===== src/rtl/demux_driver.sv =====
// demux_driver: upstream driver for a 1-to-8 demultiplexer.
// Requests {req_sel, req_d} are queued in a small FIFO, then each one is presented on
// SEL/D for HOLD cycles, followed by one return-to-zero GAP cycle so the demux outputs
// are all-zero between consecutive items.
//
// Ports:
//   clk        - clock, all state updates on the rising edge
//   rst_n      - asynchronous active-low reset
//   req_valid  - request present
//   req_ready  - FIFO can accept a request (registered state only)
//   req_sel    - target channel 0..7
//   req_d      - data bit to route
//   SEL        - registered demux select
//   D          - registered demux data
//   busy       - FSM not idle or FIFO non-empty
//   done       - one-cycle pulse during the GAP cycle of each item
//   sent_cnt   - wrapping count of completed items
module demux_driver #(
  parameter int unsigned HOLD  = 4,  // 1..255
  parameter int unsigned DEPTH = 4   // power of two, >= 2
) (
  input  logic       clk,
  input  logic       rst_n,
  input  logic       req_valid,
  output logic       req_ready,
  input  logic [2:0] req_sel,
  input  logic       req_d,
  output logic [2:0] SEL,
  output logic       D,
  output logic       busy,
  output logic       done,
  output logic [7:0] sent_cnt
);

  localparam int unsigned PtrW     = $clog2(DEPTH);
  localparam int unsigned CntW     = $clog2(DEPTH) + 1;
  localparam logic [7:0]  HoldInit = 8'(HOLD - 1);

  typedef enum logic [1:0] {StIdle, StDrive, StGap} state_e;

  state_e          state_q, state_d;
  logic [3:0]      mem [DEPTH];
  logic [PtrW-1:0] wr_ptr_q, rd_ptr_q;
  logic [CntW-1:0] count_q;
  logic [2:0]      sel_q, sel_d;
  logic            d_q, d_d;
  logic [7:0]      hold_q, hold_d;
  logic [7:0]      sent_q, sent_d;
  logic            full, empty, push, pop;

  // FIFO control: full refuses a push even if a pop happens in the same cycle, and pop
  // only looks at registered occupancy, so a fresh entry is never popped on its push edge.
  assign full      = (count_q == CntW'(DEPTH));
  assign empty     = (count_q == '0);
  assign req_ready = !full;
  assign push      = req_valid && !full;
  assign pop       = (state_q == StIdle) && !empty;

  always_ff @(posedge clk) begin
    if (push) begin
      mem[wr_ptr_q] <= {req_sel, req_d};
    end
  end

  always_ff @(posedge clk or negedge rst_n) begin
    if (!rst_n) begin
      wr_ptr_q <= '0;
      rd_ptr_q <= '0;
      count_q  <= '0;
    end else begin
      if (push) wr_ptr_q <= wr_ptr_q + 1'b1;
      if (pop)  rd_ptr_q <= rd_ptr_q + 1'b1;
      case ({push, pop})
        2'b10:   count_q <= count_q + 1'b1;
        2'b01:   count_q <= count_q - 1'b1;
        default: count_q <= count_q;
      endcase
    end
  end

  always_ff @(posedge clk or negedge rst_n) begin
    if (!rst_n) begin
      state_q <= StIdle;
      sel_q   <= '0;
      d_q     <= 1'b0;
      hold_q  <= '0;
      sent_q  <= '0;
    end else begin
      state_q <= state_d;
      sel_q   <= sel_d;
      d_q     <= d_d;
      hold_q  <= hold_d;
      sent_q  <= sent_d;
    end
  end

  always_comb begin
    state_d = state_q;
    sel_d   = sel_q;
    d_d     = d_q;
    hold_d  = hold_q;
    sent_d  = sent_q;
    done    = 1'b0;
    case (state_q)
      StIdle: begin
        d_d = 1'b0;
        if (!empty) begin
          {sel_d, d_d} = mem[rd_ptr_q];
          hold_d       = HoldInit;
          state_d      = StDrive;
        end
      end
      StDrive: begin
        if (hold_q == 8'd0) begin
          d_d     = 1'b0;
          state_d = StGap;
        end else begin
          hold_d = hold_q - 8'd1;
        end
      end
      StGap: begin
        done    = 1'b1;
        d_d     = 1'b0;
        sent_d  = sent_q + 8'd1;
        state_d = StIdle;
      end
      default: state_d = StIdle;
    endcase
  end

  assign SEL      = sel_q;
  assign D        = d_q;
  assign sent_cnt = sent_q;
  assign busy     = (state_q != StIdle) || !empty;

endmodule


===== config.mk =====
export PLATFORM = sky130hd
export DESIGN_NAME = demux_driver
export DESIGN_NICKNAME = d
export VERILOG_FILES = /design/src/rtl/demux_driver.sv
export SDC_FILE = /design/constraint.sdc
export NUM_CORES = 1
export LEC_CHECK = 0
export CAP_MARGIN = 20
export CORE_ASPECT_RATIO = 1.2
export CORE_UTILIZATION = 58
export CTS_BUF_LIST = sky130_fd_sc_hd__clkbuf_4 sky130_fd_sc_hd__clkbuf_8
export CTS_CLUSTER_DIAMETER = 80
export DETAILED_ROUTE_END_ITERATION = 8
export GPL_TIMING_DRIVEN = 0
export PLACE_DENSITY_LB_ADDON = 0.08
export SKIP_LAST_GASP = 1
export SLEW_MARGIN = 20
export SYNTH_ARGS = -nofsm -noshare
export SYNTH_HDL_FRONTEND = slang
export SYNTH_SLANG_ARGS = --single-unit

===== constraint.sdc =====
create_clock -name clk -period 2.2 [get_ports clk]
set_input_delay 0.33 -clock clk [delete_from_list [all_inputs] [get_ports clk]]
set_output_delay 0.33 -clock clk [all_outputs]
set_load 0.02 [all_outputs]

==> impl_metrics.json <==
{
  "clockBufferDepth": 2,
  "ys_top_cells_by_area": "dfrtp_1 34%, edfxtp_1 22%, ha_1 7.0%",
  "synthMostInstantiatedCell": "dfrtp_1",
  "antennaDiodeCount": 0,
  "cp-start-kind": "register",
  "die_w_um": 57.54,
  "fillerInstances": 238,
  "p_clk_frac": 0.150,
  "drt-wirelength-per-cell_um": 15.25,
  "outcome": "finished with violations",
  "cts_buffers": 5,
  "synth_nets": 187,
  "initial_core_util": 0.6270,
  "overflow": 0,
  "viasPerCell": 5.726,
  "critical-path-top-delay-family": "adder cells",
  "drt_iter0_drc": 87,
  "post-route-min-period_ns": 2.065,
  "ys_warn_count": 0,
  "core_area_um2": 3425,
  "violations": "design-rule violations",
  "p_switching_mw": 1.308,
  "dieHeight_um": 68.65,
  "finalClockSkew_ns": 0.004628,
  "clkLatencyLatePin_ns": 0.30,
  "area_growth_pct": 17.54,
  "placementRows": 23,
  "layout-drive-gt1-share": 0.1726,
  "cts_tree": "done",
  "antenna_left": 0,
  "critPathSlowestCell": "dfrtp_1",
  "arrival_ns": 2.29,
  "pwr-share-seq": 0.396,
  "synth_ff_type": "dfrtp_1",
  "finalSetupViolCount": 0,
  "comb_power_share": 0.454,
  "grt_max_degree": 30,
  "htreeDepth": 2,
  "cp_data_required_time_ns": 2.43,
  "drt_pre_antenna_iters": 6,
  "gp_congestion": 0.8329,
  "critPathBufInv": 3,
  "crit_path_end_kind": "register",
  "dieArea_um2": 3950,
  "clkSlewWorstSetupHoldPaths_ns": 0.09,
  "synth_cell_types": 38,
  "p_sw_frac": 0.3796,
  "first_global_vias": 1319,
  "timing.final.crit_share": 0.9387,
  "timing.hold.ws_ns": 0.03613,
  "synth_top_area_frac": 0.3380,
  "gr-usage-all-layers": 0.2054,
  "synth_cells": 167,
  "drv_cap": 0,
  "hpwl_um": 2609,
  "fmax_ghz": 0.4842,
  "irDropWorstVdd_mv": 0.9837,
  "synth_edf_count": 16,
  "antenna_found_initial": 0,
  "hp-class": "in -> async",
  "cts_hold_buf": 0,
  "syn_area_um2": 2147,
  "report.final.slew_viol_count": 0,
  "seq_area_frac_synth": 0.5618,
  "wirelength_um": 3568,
  "leakagePower_nw": 1.094,
  "cp_slowest_stage_delay_ns": 0.41,
  "syn_area_per_cell_um2": 12.86,
  "internal_power_mw": 2.137,
  "cts_root_buf": "clkbuf_8",
  "path_cells": "inv_2 > ha_4 > o31a_1 > buf_6 > ha_1 > inv_1 > fa_1 > xor2_1 > nor2_1 > xor2_1",
  "clock-sinks": 45,
  "cp_max_fo": 8,
  "route.detailed.drc": 1,
  "vias": 1340,
  "portBuffers": 21,
  "maxSlewHeadroom": 0.5826,
  "finalNetCount": 216,
  "hold_viol_final": 0,
  "yosysTopAreaCell": "dfrtp_1",
  "p_per_area_nw_per_um2": 1365,
  "ys_seq_elements": 45,
  "preCtsSetupSlack_ns": -0.1016,
  "cpMostUsedCell": "xor2_1",
  "ios": 22,
  "grt_pass1_wl_um": 5809,
  "synthTopCellsByCount": "29 x dfrtp_1, 16 x edfxtp_1, 12 x ha_1, 12 x inv_1, 10 x nand2_1",
  "path_class": "reg -> reg",
  "async_flop_share": 0.6444,
  "worst_slack_ns": 0.1349,
  "rsz0062_at_grt": "no",
  "worst_pin_slew_ns": 0.6260
}
[cell type report]
class                   count  area [um^2]  area share
plain buffers               4        31.28     0.01239
clock buffers               5        68.82     0.02727
clock inverters             3        21.27    0.008428
inverters                  13        48.80     0.01934
multi-input cells         105        887.1      0.3515
flip-flops and latches     45         1209      0.4789
well taps                  37        46.29     0.01834
repair buffers             22        211.5     0.08379
[logic make-up (layout without fill, tap and decap cells)]
group / after synthesis / in the layout / synth area share
flip-flops: 45 / 45 / 0.5618
adder cells (fa/ha/maj): 13 / 13 / 0.07925
multiplexers: 14 / 14 / 0.09266
AO/OA/AOI/OAI: 17 / 17 / 0.05128
AND/OR/NAND/NOR: 48 / 48 / 0.1247
buffers and inverters: 17 / 47 / 0.03729
XOR/XNOR: 13 / 13 / 0.05303
[sequential cells by signal (all words and copies together), names as in the netlist]
| name | flops |
|---|---|
| D | 1 |
| SEL | 3 |
| count_q | 3 |
| hold_q | 8 |
| mem | 16 |
| rd_ptr_q | 2 |
| sent_cnt | 8 |
| state_q | 2 |
| wr_ptr_q | 2 |
[repair_timing]
item                                    4_1_cts  5_1_grt
cloned                                        0        0
endpoints found under the hold margin         0        0
buffers inserted                              1        0
resized for setup                             2        8
endpoints found under the setup margin        1        3
[final timing paths]
check                                             start  slack, ns  cells past startpoint                       to
worst max-delay path             state_q[0]$_DFFE_PN0P_       0.13                     10   count_q[2]$_DFFE_PN0P_
worst min-delay path                              rst_n       0.04                      1    hold_q[5]$_DFFE_PN0P_
worst max register to register   state_q[0]$_DFFE_PN0P_       0.13                     10   count_q[2]$_DFFE_PN0P_
worst min register to register  sent_cnt[7]$_DFFE_PN0P_       0.47                      1  sent_cnt[7]$_DFFE_PN0P_
max in group asynchronous                         rst_n       1.72                      1   count_q[0]$_DFFE_PN0P_
min in group clk                sent_cnt[7]$_DFFE_PN0P_       0.47                      1  sent_cnt[7]$_DFFE_PN0P_
[routing by layer]
metal  up-vias  wire [um]  GRT usage
met2        28       1920     0.3750
li1        653          -          -
met5         -          0          0
met3         6        121    0.04851
met4         0         71     0.1098
met1       653       1454     0.2217
[per-stage QoR]
step | setup TNS, ns | std cells | utilization | cell area, um^2 | power (mW)
after floorplan | 0 | 167 | - | 2147 | 2.462
after global placement | -0.04056 | 225 | 0.7019 | 2404 | 2.802
after detailed placement | -0.1016 | 225 | 0.7004 | 2399 | 2.897
after CTS | 0 | 234 | 0.7311 | 2504 | 3.435
after global routing | 0 | 234 | 0.7369 | 2524 | 3.711
final | 0 | 234 | 0.7369 | 2524 | 3.445
[cell usage in the layout (no fill, tap or decap), drive strengths merged, types with 5 or more instances in the layout]
cell type / Yosys / final
xor2: 6 / 6
ha: 12 / 12
inv: 13 / 14
clkdlybuf4s50: 0 / 19
mux2: 7 / 7
edfxtp: 16 / 16
nand2: 10 / 10
dfrtp: 29 / 29
buf: 3 / 5
clkbuf: 1 / 6
nor2: 9 / 9
and3: 5 / 5
a21oi: 7 / 7
xnor2: 7 / 7
[power groups by stage]
stage / clock [mW] / combinational [mW] / sequential (mW)
final: 0.515 / 1.56 / 1.36
after global routing: 0.547 / 1.76 / 1.40
after CTS: 0.527 / 1.55 / 1.36
after detailed placement: 0 / 1.53 / 1.36
after global placement: 0 / 1.46 / 1.34
after floorplan: 0 / 1.08 / 1.38
Note: power is estimated with default switching activity, not from simulation.
